[src/rtl/regfile_cmd_sequencer_if.sv]
// Command and RegFile_wrapper load bus for the command sequencer.
// The master side offers commands and observes the load strobes; the
// slave side is the sequencer itself.
interface regfile_cmd_sequencer_if #(
    parameter int DATA_W = 10
);
    logic              cmd_valid;
    logic              cmd_ready;
    logic [1:0]        cmd_op;
    logic [DATA_W-1:0] cmd_data;
    logic [DATA_W-1:0] data_out;
    logic              ld_Setup;
    logic              ld_Reg;
    logic              ld_Imm;
    logic              en;

    modport master (
        output cmd_valid, cmd_op, cmd_data,
        input  cmd_ready, data_out, ld_Setup, ld_Reg, ld_Imm, en
    );

    modport slave (
        input  cmd_valid, cmd_op, cmd_data,
        output cmd_ready, data_out, ld_Setup, ld_Reg, ld_Imm, en
    );
endinterface

[src/rtl/regfile_cmd_sequencer.sv]
// Buffered initiator for the RegFile_wrapper load interface. Commands are
// queued in a small FIFO and replayed as PREP -> FIRE -> HOLD sequences so
// data_out is stable before, during and after every strobe / en pulse.
module regfile_cmd_sequencer #(
    parameter int DATA_W     = 10,
    parameter int FIFO_DEPTH = 4,
    parameter int GAP_CYCLES = 1,
    parameter int EN_CYCLES  = 1,
    localparam int CNT_W     = $clog2(FIFO_DEPTH) + 1
) (
    input  logic                    clk,
    input  logic                    rst_n,
    regfile_cmd_sequencer_if.slave  bus,
    output logic                    busy,
    output logic [CNT_W-1:0]        fifo_count
);
    localparam int PTR_W   = $clog2(FIFO_DEPTH);
    localparam int TMR_MAX = (EN_CYCLES > GAP_CYCLES) ? EN_CYCLES : GAP_CYCLES;
    localparam int TMR_W   = $clog2(TMR_MAX + 1);

    localparam logic [1:0] OP_SETUP = 2'b00;
    localparam logic [1:0] OP_REG   = 2'b01;
    localparam logic [1:0] OP_IMM   = 2'b10;
    localparam logic [1:0] OP_EXEC  = 2'b11;

    typedef enum logic [1:0] {
        ST_IDLE = 2'd0,
        ST_PREP = 2'd1,
        ST_FIRE = 2'd2,
        ST_HOLD = 2'd3
    } state_t;

    // Command storage: {op, payload} per entry
    logic [DATA_W+1:0] r_mem [FIFO_DEPTH];
    logic [PTR_W-1:0]  r_wr_ptr;
    logic [PTR_W-1:0]  r_rd_ptr;
    logic [CNT_W-1:0]  r_count;

    state_t            r_state;
    logic [1:0]        r_op;
    logic [DATA_W-1:0] r_data_out;
    logic              r_ld_setup;
    logic              r_ld_reg;
    logic              r_ld_imm;
    logic              r_en;
    logic              r_busy;
    logic [TMR_W-1:0]  r_tmr;

    logic              w_ready;
    logic              w_push;
    logic              w_pop;
    logic [DATA_W+1:0] w_head;
    logic [1:0]        w_head_op;
    logic [CNT_W-1:0]  w_count_next;
    logic              w_fsm_idle_next;

    // Readiness comes only from the registered count, so a pop in the same
    // cycle can never let a push into a full buffer.
    assign w_ready   = (r_count < CNT_W'(FIFO_DEPTH));
    assign w_push    = bus.cmd_valid && w_ready;
    assign w_pop     = (r_state == ST_IDLE) && (r_count != '0);
    assign w_head    = r_mem[r_rd_ptr];
    assign w_head_op = w_head[DATA_W+1:DATA_W];

    assign w_fsm_idle_next = ((r_state == ST_IDLE) && !w_pop) ||
                             ((r_state == ST_HOLD) && (r_tmr == '0));

    // Occupancy after this edge; push and pop together cancel out
    always_comb begin
        w_count_next = r_count;
        if (w_push && !w_pop) begin
            w_count_next = r_count + CNT_W'(1);
        end else if (!w_push && w_pop) begin
            w_count_next = r_count - CNT_W'(1);
        end
    end

    // Buffer payload write; contents need no reset since count gates reads
    always_ff @(posedge clk) begin
        if (w_push) begin
            r_mem[r_wr_ptr] <= {bus.cmd_op, bus.cmd_data};
        end
    end

    // Pointers wrap naturally at the power-of-two depth
    always_ff @(posedge clk or negedge rst_n) begin
        if (!rst_n) begin
            r_wr_ptr <= '0;
            r_rd_ptr <= '0;
            r_count  <= '0;
        end else begin
            if (w_push) r_wr_ptr <= r_wr_ptr + PTR_W'(1);
            if (w_pop)  r_rd_ptr <= r_rd_ptr + PTR_W'(1);
            r_count <= w_count_next;
        end
    end

    // Registered busy: FSM leaving IDLE or anything still queued
    always_ff @(posedge clk or negedge rst_n) begin
        if (!rst_n) begin
            r_busy <= 1'b0;
        end else begin
            r_busy <= !w_fsm_idle_next || (w_count_next != '0);
        end
    end

    // Sequencer FSM with registered data_out, strobes and en
    always_ff @(posedge clk or negedge rst_n) begin
        if (!rst_n) begin
            r_state    <= ST_IDLE;
            r_op       <= OP_SETUP;
            r_data_out <= '0;
            r_ld_setup <= 1'b0;
            r_ld_reg   <= 1'b0;
            r_ld_imm   <= 1'b0;
            r_en       <= 1'b0;
            r_tmr      <= '0;
        end else begin
            case (r_state)
                ST_IDLE: begin
                    if (w_pop) begin
                        r_op <= w_head_op;
                        // EXEC carries no payload, so the last value stays on the bus
                        if (w_head_op != OP_EXEC) begin
                            r_data_out <= w_head[DATA_W-1:0];
                        end
                        r_state <= ST_PREP;
                    end
                end
                ST_PREP: begin
                    r_state <= ST_FIRE;
                    case (r_op)
                        OP_SETUP: r_ld_setup <= 1'b1;
                        OP_REG:   r_ld_reg   <= 1'b1;
                        OP_IMM:   r_ld_imm   <= 1'b1;
                        default: begin
                            r_en  <= 1'b1;
                            r_tmr <= TMR_W'(EN_CYCLES - 1);
                        end
                    endcase
                end
                ST_FIRE: begin
                    if (r_en && (r_tmr != '0)) begin
                        r_tmr <= r_tmr - TMR_W'(1);
                    end else begin
                        r_ld_setup <= 1'b0;
                        r_ld_reg   <= 1'b0;
                        r_ld_imm   <= 1'b0;
                        r_en       <= 1'b0;
                        r_tmr      <= TMR_W'(GAP_CYCLES - 1);
                        r_state    <= ST_HOLD;
                    end
                end
                ST_HOLD: begin
                    if (r_tmr == '0) begin
                        r_state <= ST_IDLE;
                    end else begin
                        r_tmr <= r_tmr - TMR_W'(1);
                    end
                end
                default: r_state <= ST_IDLE;
            endcase
        end
    end

    assign bus.cmd_ready = w_ready;
    assign bus.data_out  = r_data_out;
    assign bus.ld_Setup  = r_ld_setup;
    assign bus.ld_Reg    = r_ld_reg;
    assign bus.ld_Imm    = r_ld_imm;
    assign bus.en        = r_en;
    assign busy          = r_busy;
    assign fifo_count    = r_count;
endmodule

[src/flat_wrapper.sv]
// flat-port wrapper written by rule: the top's interface ports become plain ports
module regfile_cmd_sequencer_flat 
#(
    parameter int DATA_W     = 10,
    parameter int FIFO_DEPTH = 4,
    parameter int GAP_CYCLES = 1,
    parameter int EN_CYCLES  = 1,
    localparam int CNT_W     = $clog2(FIFO_DEPTH) + 1
)
  (clk, rst_n, busy, fifo_count, bus_cmd_valid, bus_cmd_op, bus_cmd_data, bus_cmd_ready, bus_data_out, bus_ld_Setup, bus_ld_Reg, bus_ld_Imm, bus_en);
  regfile_cmd_sequencer_if #(.DATA_W(DATA_W)) bus_i ();
  input  logic clk;
  input  logic rst_n;
  output logic busy;
  output logic [CNT_W-1:0] fifo_count;
  input wire logic [$bits(bus_i.cmd_valid)-1:0] bus_cmd_valid;
  input wire logic [$bits(bus_i.cmd_op)-1:0] bus_cmd_op;
  input wire logic [$bits(bus_i.cmd_data)-1:0] bus_cmd_data;
  output wire logic [$bits(bus_i.cmd_ready)-1:0] bus_cmd_ready;
  output wire logic [$bits(bus_i.data_out)-1:0] bus_data_out;
  output wire logic [$bits(bus_i.ld_Setup)-1:0] bus_ld_Setup;
  output wire logic [$bits(bus_i.ld_Reg)-1:0] bus_ld_Reg;
  output wire logic [$bits(bus_i.ld_Imm)-1:0] bus_ld_Imm;
  output wire logic [$bits(bus_i.en)-1:0] bus_en;
  assign bus_i.cmd_valid = bus_cmd_valid;
  assign bus_i.cmd_op = bus_cmd_op;
  assign bus_i.cmd_data = bus_cmd_data;
  assign bus_cmd_ready = bus_i.cmd_ready;
  assign bus_data_out = bus_i.data_out;
  assign bus_ld_Setup = bus_i.ld_Setup;
  assign bus_ld_Reg = bus_i.ld_Reg;
  assign bus_ld_Imm = bus_i.ld_Imm;
  assign bus_en = bus_i.en;
  regfile_cmd_sequencer #(.DATA_W(DATA_W), .FIFO_DEPTH(FIFO_DEPTH), .GAP_CYCLES(GAP_CYCLES), .EN_CYCLES(EN_CYCLES)) u_core (.clk(clk), .rst_n(rst_n), .bus(bus_i), .busy(busy), .fifo_count(fifo_count));
endmodule
[config.mk]
export PLATFORM = sky130hd
export DESIGN_NAME = regfile_cmd_sequencer_flat
export DESIGN_NICKNAME = d
export VERILOG_FILES = /design/src/rtl/regfile_cmd_sequencer_if.sv /design/src/rtl/regfile_cmd_sequencer.sv /design/src/flat_wrapper.sv
export SDC_FILE = /design/constraint.sdc
export NUM_CORES = 1
export LEC_CHECK = 0
export ABC_AREA = 0
export BUFFER_PORTS_ARGS = -buffer_cell sky130_fd_sc_hd__buf_2
export CAP_MARGIN = 25
export CELL_PAD_IN_SITES_DETAIL_PLACEMENT = 1
export CELL_PAD_IN_SITES_GLOBAL_PLACEMENT = 1
export CORE_MARGIN = 5
export CORE_UTILIZATION = 44
export CTS_CLUSTER_SIZE = 14
export DETAILED_ROUTE_END_ITERATION = 12
export PLACE_DENSITY = 0.76
export SYNTH_ARGS = -nofsm -noshare
export SYNTH_HDL_FRONTEND = slang
export SYNTH_SLANG_ARGS = --single-unit
[constraint.sdc]
create_clock -name clk -period 2 [get_ports clk]
set_input_delay 0.2 -clock clk [delete_from_list [all_inputs] [get_ports clk]]
set_output_delay 0.2 -clock clk [all_outputs]
set_load 0.01 [all_outputs]
==> results of run 1 <==
[synth_stat cells (all sizes together), types with 2 or more instances]
master    n  area, sq um
mux4     12          274
edfxtp   48         1440
buf       3         16.3
nand3     3         15.0
a21oi     4         31.3
ha       12          150
nand2     8         30.0
o21ai     9         45.0
nand2b    3         18.8
a31oi     4         25.0
inv      13         48.8
and2      4         25.0
mux2     13          146
o2bb2ai   2         17.5
o211ai    2         15.0
nor2      2         7.51
o22ai     2         12.5
clkbuf    3         11.3
xnor2     4         35.0
dfrtp    27          676
[sequential cells by signal, summed over array words and instances (netlist names)]
register             cells
u_core.r_mem            48
u_core.bus.data_out     10
u_core.fifo_count        3
u_core.r_op              2
u_core.r_rd_ptr          2
u_core.r_state           2
u_core.r_wr_ptr          2
u_core.bus.en            1
u_core.bus.ld_Imm        1
u_core.bus.ld_Reg        1
u_core.bus.ld_Setup      1
u_core.busy              1
u_core.r_tmr             1
[power breakdown]
group / leakage (nW) / internal (W) / switching [W]
Sequential: 0.752 / 0.00197 / 0.000222
Clock: 0.0999 / 0.000615 / 0.000571
Combinational: 0.591 / 0.000948 / 0.000932
Total: 1.44 / 0.00353 / 0.00173
[layout make-up]
class	count	area, sq um
fill	684	3170
inverter	13	48.8
clock inverter	5	60.1
tap	96	120
sequential	75	2120
clock buffer	11	141
timing repair buffer	45	270
multi-input combinational	95	943
[worst paths after layout]
check	start	endpoint	cells after the start
hold / removal	bus_cmd_data[8]	u_core.r_mem[0][8]	1
hold reg to reg	u_core.bus.data_out[5]	u_core.bus.data_out[5]	1
setup / recovery	u_core.r_rd_ptr[0]	u_core.bus.data_out[4]	4
min in group asynchronous	rst_n	u_core.r_wr_ptr[0]	2
max in group asynchronous	rst_n	u_core.bus.data_out[5]	2
setup reg to reg	u_core.r_rd_ptr[0]	u_core.bus.data_out[4]	4
[kinds of logic after synthesis]
| kind of cell | count (synthesis) |
|---|---|
| AOI/OAI and AO/OA | 31 |
| adders and majority gates | 12 |
| and+or+nand+nor | 23 |
| muxes | 25 |
| DFF | 75 |
| buffers and inverters | 19 |
| xor gates and xnor gates | 4 |
[through the flow]
stage | std cells | total power [W] | hold WS [ns] | util
after floorplan | 189 | 0.00348 | -0.0956 | -
after global placement | 322 | 0.00400 | 0.262 | 0.504
after detailed placement | 322 | 0.00408 | 0.273 | 0.504
after CTS | 339 | 0.00527 | 0.0424 | 0.535
after global routing | 340 | 0.00562 | 0.0432 | 0.539
final | 340 | 0.00526 | 0.0555 | 0.539
[per-layer routing]
layer  vias to the layer above  GRT usage
met5                         -          0
li1                        812          -
met4                         0     0.0830
met3                         9     0.0287
met2                        22      0.248
met1                       908      0.198
[what timing repair did]
action / CTS / global route
gates resized for setup: 0 / 1
hold buffers: 1 / 0
setup endpoints to repair: 0 / 11
setup buffers: 0 / 1
hold endpoints to repair: 27 / 0
[critical path, cell delays in order (launching register included)]
cell,delay [ns]
dfrtp_1,0.47
mux4_2,0.58
a21oi_4,0.19
buf_12,0.15
mux2_2,0.33
[layout by cell type (no fill, tap or decap), types with 4 or more instances in the layout]
cell type,n
edfxtp_1,48
buf_2,33
dfrtp_1,27
inv_1,13
mux2_2,13
ha_1,12
mux4_2,11
clkbuf_8,10
buf_4,10
o21ai_0,9
nand2_1,8
xnor2_1,4
and2_1,4
a31oi_1,4
==> results by group, run 1 <==
Yosys
  • Asr flop ratio synth: 0.360
  • Avg Inst Size Synth: 16.6 sq um
  • Area share of fa/ha/maj cells after synthesis: 0.0480
  • Post-synth EDFFs: 48
  • Sequential area share after synthesis: 0.677
  • Post-Syn Area: 3130 sq um
  • Complex-gate fraction of the synthesized area: 0.0676
  • Syn Nets: 216
  • Library cells used by synthesis: 35
  • Post-synthesis register bit count: between 70 and 80
  • YS warnings: 0
  • Cells after synthesis: 189
  • Simple-gate share of the synthesized area: 0.0380
  • Multiplexer share of the synthesized area: 0.134
  • Post-Synth XOR/XNOR Area: 0.0112
  • Most common flop cell mapped by yosys: edfxtp_1
  • Combinational family with the most area after synthesis: multiplexers

Placement
  • Gp weighted congestion: approximately 0.78
  • Number of port buffers: 33
  • Hpwl dp: 4.12 mm
  • Pre-CTS setup slack: 0.0392 ns
  • Area after DPL: between 3000 and 4000 sq um

Routing
  • Met2 WL: 3.09 mm
  • Via count: 1,751
  • Vias per cell: slightly above 5
  • Met3 WL: 122 um
  • Antenna Violating Nets Remaining: 0
  • Routed WL: just over 6 mm
  • Wirelength per Cell: around 18 um
  • Met1 WL: 2.73 mm
  • DRC: 0
  • DRT iter0 DRCs: just under 80
  • DRT Pass-1 Iters: 4
  • DR top layer: met4

Die
  • Die area: 8900 sq um
  • Ports: 34
  • Die Height: 94.3 um
  • Core box area: 6870 sq um
  • Initial Util: 0.456
  • Die X-Extent: 94.3 um
  • Row count: 30

Status
  • Result of the run: completed

Cells and area
  • Layout cells sized above 1: 0.348
  • Antenna cells: 0
  • Layout area overhead: 18.3%
  • Nets: between 200 and 300
  • Final Instance Area: 3700 sq um

Power
  • Pleak: roughly 1.4 nW
  • PD cells: 1420 nW/um^2
  • Peak supply drop: 424 uV

Timing
  • Setup TNS: 0 ns
  • Final hold violation count: 0
  • Worst Skew: about 0.016 ns
  • Setup slack after layout: 0.166 ns
  • Final setup violation count: 0
  • Max_slew headroom: 0.561
  • Least-Margin Pin Slew: 0.659 ns
  • Fin crit period: roughly 1.8 ns
  • Count of pins over their slew limit: 0
  • Period utilization: 0.917
  • RSZ-0062 raised after global routing: no
  • Max frequency: between 500 and 600 MHz

Clocking
  • Sink Count: 75
  • Clock Path Buffers: 2
  • Worst-path clk slew: 0.08 ns
  • Num CTS Buffers: 9
  • H-tree depth: 3
  • Clk_lat worst skew: 0.35 ns
  • Root Buffer: clkbuf_8
  • CTS tree: yes

Setup path
  • Critical path arrival: 2.07 ns
  • Crit path required time: roughly 2.2 ns
  • Crit Path Class: reg2reg
  • CP startpoint kind: flip-flop
  • Internal reg-to-reg setup slack: 0.17 ns
  • Crit end category: flip-flop
  • Crit-path max FO: 10

GRT
  • Total track usage: 0.154
  • Pin count of the biggest net entering global routing: 28
  • First-pass GRT wire length: 9.96 mm
  • Initial antenna violation count: 0
  • Vias in the first global route: around 1,900
  • Global route overflow: 0

Run
  • Max-Cap Viols: 0

Worst hold path
  • Type of the tightest min-delay check: in2reg
Power figures use the tool's default switching activity.
==> run 2: changes to the inputs <==
Settings changed: GPL_ROUTABILITY_DRIVEN from default to 0, MAX_ROUTING_LAYER from default to met4.
Clock period 2 ns to 1.6 ns, I/O delays scaled along.
==> results by group, run 2 (synthesis gave the netlist of run 1 again) <==
Status
  • Result of the run: complete, but fails checks
  • Failing checks: negative setup slack

Placement
  • Hpwl dp: 4.23 mm
  • Number of port buffers: 33
  • Placed insts: 339

Routing
  • DRT Pass-1 Iters: 4
  • Wirelength per Cell: roughly 17 um
  • Antenna Violating Nets Remaining: 0
  • Routed WL: between 6 and 7 mm
  • DRT iter0 DRCs: 67
  • DRC: 0
  • Vias per cell: slightly above 5
  • Via count: 1,850

Cells and area
  • Most frequent cells in the layout: edfxtp_1 (48), buf_2 (33), buf_4 (26), dfrtp_1 (25)
  • Layout area overhead: 25.5%
  • Layout cells sized above 1: 0.451
  • Nets: 286
  • Antenna cells: 0
  • Max reg flops: 48
  • Finished Layout Cells: 360
  • Commonest non-fill, non-tap cell in the layout: edfxtp_1
  • Register with the most flip-flops: u_core.r_mem

Die
  • Die X-Extent: 94.3 um
  • Ports: 34
  • Die Height: about 94 um
  • Initial Util: 0.456
  • Row count: 30
  • Die area: between 8000 and 9000 sq um
  • Core box area: 6870 sq um

Worst hold path
  • Type of the tightest min-delay check: in2reg
  • WHS Path Cells: 1
  • Hold Path End: u_core.r_mem[0][9]
  • Hold path startpoint: bus_cmd_data[9]

Timing
  • Count of pins over their slew limit: 0
  • Max_slew headroom: 0.749
  • Worst Skew: 0.00718 ns
  • RSZ-0062 raised after global routing: yes
  • Final setup violation count: 10
  • Setup slack after layout: -0.153 ns
  • Fin crit period: 1.75 ns
  • Max frequency: 570 MHz
  • Final hold violation count: 0
  • Period utilization: 1.10
  • Least-Margin Pin Slew: 0.377 ns

Setup path
  • RR Startpoint: u_core.r_rd_ptr[0]
  • Crit Path Class: reg2reg
  • Cell depth of the worst flop-to-flop path: 4
  • Crit end category: flip-flop
  • FF-to-FF End: u_core.bus.data_out[4]
  • CP startpoint kind: flip-flop
  • Crit path required time: 1.82 ns
  • Internal reg-to-reg setup slack: -0.15 ns
  • Critical path arrival: 1.98 ns
  • Crit-path max FO: 10

Clocking
  • Num CTS Buffers: 9
  • H-tree depth: 3
  • Root Buffer: clkbuf_8
  • Clock Path Buffers: 2
  • Clk_lat worst skew: 0.34 ns
  • Worst-path clk slew: 0.08 ns
  • Sink Count: 75
  • CTS tree: yes

GRT
  • Pin count of the biggest net entering global routing: 28
  • First-pass GRT wire length: 10.0 mm
  • Total track usage: 0.156
  • Global route overflow: 0
  • Initial antenna violation count: 0
  • Vias in the first global route: 1,911

Run
  • Max-Cap Viols: 0

Power
  • Peak supply drop: 776 uV
  • Pleak: 1.55 nW
  • PD cells: 1770 nW/um^2
  • Power Total: 0.00695 W
==> run 2: metal layers <==
layer	wire length, um	GRT usage	vias to the layer above
met2	3210	0.245	30
li1	-	-	856
met3	191	0.0406	5
met5	0	-	-
met4	72	0.0578	0
met1	2740	0.197	959
==> run 2: layout make-up <==
class,count,area (sq um)
sequential,75,2120
tap,96,120
clock buffer,10,128
fill,686,2940
inverter,13,48.8
clock inverter,6,40.0
multi-input combinational,95,1010
timing repair buffer,65,462
==> run 2: how the worst max path moves through the flow <==
stage | from | to | slack (ns) | cells after the start
finish | u_core.r_rd_ptr[0] | u_core.bus.data_out[4] | -0.15 | 4
global route | u_core.r_rd_ptr[0] | u_core.bus.data_out[1] | -0.20 | 4
CTS | u_core.r_rd_ptr[0] | u_core.bus.data_out[6] | -0.20 | 4
detailed placement | u_core.r_rd_ptr[0] | u_core.bus.data_out[6] | -0.18 | 4
global placement | u_core.r_rd_ptr[0] | u_core.bus.data_out[6] | -0.14 | 4
floorplan | u_core.r_rd_ptr[0] | u_core.bus.data_out[0] | -0.15 | 4
==> run 2: worst max-delay path, stage by stage, from the launching register on <==
cell and delay (ns):
dfrtp_2 0.41, mux4_2 0.55, a21oi_4 0.19, buf_12 0.15
mux2_2 0.33
==> run 2: what timing repair did <==
item                                    CTS  global route
hold buffers                              1             0
pin swaps                                 2             5
buffers inserted                          3             1
resized for setup                         3            15
hold endpoints to repair                 27             0
endpoints found under the setup margin   13            15
==> run 2: power breakdown <==
group          switching, W  internal, W
clock network      0.000700     0.000566
registers          0.000264      0.00247
logic               0.00136      0.00160
total               0.00232      0.00463
==> run 2: metrics by stage <==
step           TNS (ns)  worst slack, ns   util  hold WS (ns)  cell area [sq um]
5_1_grt           -1.91           -0.203  0.572        0.0156               3930
3_3_place_gp      -1.39           -0.138  0.531         0.186               3650
3_5_place_dp      -1.76           -0.184  0.531         0.196               3650
2_1_floorplan     -1.48           -0.148      -        -0.136               3140
4_1_cts           -1.85           -0.199  0.562        0.0141               3860
6_report          -1.45           -0.153  0.572        0.0402               3930
==> run 3: changes to the inputs <==
Settings changed: CORE_ASPECT_RATIO from default to 0.6.
==> results by group, run 3 (synthesis gave the netlist of run 1 again) <==
Power
  • NetSw: 0.00254 W
  • Peak supply drop: 886 uV
  • Comb power frac: 0.384
  • Pleak: 1.63 nW
  • Part of the power in registers: 0.344
  • Internal: between 0.005 and 0.006 W
  • Clock network power share: 0.272
  • PD cells: 1960 nW/um^2
  • Power Total: 0.00801 W
  • Switching part of the total power: 0.317

Clocking
  • Clock Path Buffers: 2
  • Root Buffer: clkbuf_16
  • Worst-path clk slew: around 0.060 ns
  • H-tree depth: 3
  • Sink Count: 75
  • Clk_lat worst skew: between 0.3 and 0.4 ns
  • CTS tree: yes
  • Num CTS Buffers: 9

Timing
  • Least-Margin Pin Slew: 0.663 ns
  • Period utilization: 1.11
  • Max frequency: 563 MHz
  • Worst Skew: about 0.0058 ns
  • RSZ-0062 raised after global routing: yes
  • Setup slack after layout: -0.175 ns
  • Fin crit period: ~1.8 ns
  • Worst Hold Slack: 0.0344 ns
  • Final setup violation count: 10
  • Max_slew headroom: 0.558
  • Count of pins over their slew limit: 0
  • Final hold violation count: 0

GRT
  • Global route overflow: 0
  • Vias in the first global route: between 2,000 and 2,500
  • Total track usage: 0.183
  • Pin count of the biggest net entering global routing: 28
  • Initial antenna violation count: 0
  • First-pass GRT wire length: 11.4 mm

Status
  • Failing checks: negative setup slack
  • Result of the run: complete, but fails checks

Routing
  • Routed WL: 7.09 mm
  • Antenna Violating Nets Remaining: 0
  • Via count: approximately 1,900
  • Vias per cell: 5.31
  • DRT iter0 DRCs: between 80 and 90
  • Wirelength per Cell: 20.3 um
  • DRT Pass-1 Iters: 4
  • DRC: 0

Placement
  • Number of port buffers: 33
  • Pre-CTS setup slack: -0.215 ns
  • Hpwl dp: between 4 and 5 mm
  • Area after DPL: 3620 sq um

Die
  • Initial Util: 0.461
  • Die Height: 75.3 um
  • Die area: about 9000 sq um
  • Die X-Extent: 119 um
  • Row count: 23
  • Ports: 34
  • Core box area: 6790 sq um

Setup path
  • Crit path required time: 1.82 ns
  • Critical path arrival: 2.00 ns
  • Crit Path Class: reg2reg
  • CP startpoint kind: flip-flop
  • Crit end category: flip-flop
  • Crit-path max FO: 10

Cells and area
  • Final-layout fill cell count: 642
  • Multi-input logic area: 1050 sq um
  • Nets: 285
  • Final Instance Area: 4090 sq um
  • Antenna cells: 0
  • Layout area overhead: 30.5%
  • Layout cells sized above 1: 0.464
  • Most frequent cells in the layout: edfxtp_1 (48), buf_2 (33), buf_4 (27), dfrtp_1 (25)
  • Reg area: 2120 sq um
  • Max reg flops: 48
  • Register with the most flip-flops: u_core.r_mem
  • Commonest non-fill, non-tap cell in the layout: edfxtp_1

Worst hold path
  • Type of the tightest min-delay check: in2reg

Run
  • Max-Cap Viols: 0
[run 3: repair_timing]
item | 4_1_cts | 5_1_grt
setup buffers | 1 | 0
hold buffers | 1 | 0
resized for setup | 8 | 14
pin swaps | 3 | 3
endpoints found under the setup margin | 12 | 16
hold endpoints to repair | 27 | 0
[run 3: worst max-delay path: stages, from the launching register on]
cell and delay, ns:
dfrtp_2 0.41, mux4_2 0.56, a21oi_4 0.19, buf_12 0.15
mux2_2 0.33
[run 3: worst paths after layout]
kind | from | end | slack (ns) | depth (start not counted)
setup reg to reg | u_core.r_rd_ptr[0] | u_core.bus.data_out[1] | -0.18 | 4
min in group asynchronous | rst_n | u_core.r_op[0] | 0.39 | 2
hold / removal | bus_cmd_data[9] | u_core.r_mem[2][9] | 0.03 | 1
max in group asynchronous | rst_n | u_core.fifo_count[1] | 0.74 | 2
setup / recovery | u_core.r_rd_ptr[0] | u_core.bus.data_out[1] | -0.18 | 4
hold reg to reg | u_core.bus.data_out[2] | u_core.bus.data_out[2] | 0.50 | 1
[run 3: cell type report]
type / instances / share of cell area
inverter: 13 / 0.0119
multi-input combinational: 95 / 0.257
clock buffer: 10 / 0.0585
timing repair buffer: 64 / 0.105
clock inverter: 6 / 0.0217
tap: 87 / 0.0266
sequential: 75 / 0.519
[run 3: metrics by stage]
step / util / TNS [ns] / cells
after global routing: 0.602 / -2.32 / 350
after detailed placement: 0.534 / -2.17 / 332
after CTS: 0.592 / -1.71 / 350
after floorplan: - / -1.48 / 189
after global placement: 0.534 / -1.41 / 332
final: 0.602 / -1.63 / 350
[run 3: power groups by stage]
stage	clock network, W	registers, W	logic, W
finish	0.00218	0.00275	0.00308
global route	0.00233	0.00281	0.00334
detailed placement	0	0.00278	0.00273
global placement	0	0.00275	0.00261
floorplan	0	0.00282	0.00154
CTS	0.00223	0.00275	0.00296
[run 3: per-layer routing]
layer  GRT usage  vias up  share of wire
met4      0.0655        0          0.017
li1            -      855              -
met2       0.283       41           0.49
met3      0.0645       11          0.049
met5           -        -              0
met1       0.227      953           0.44
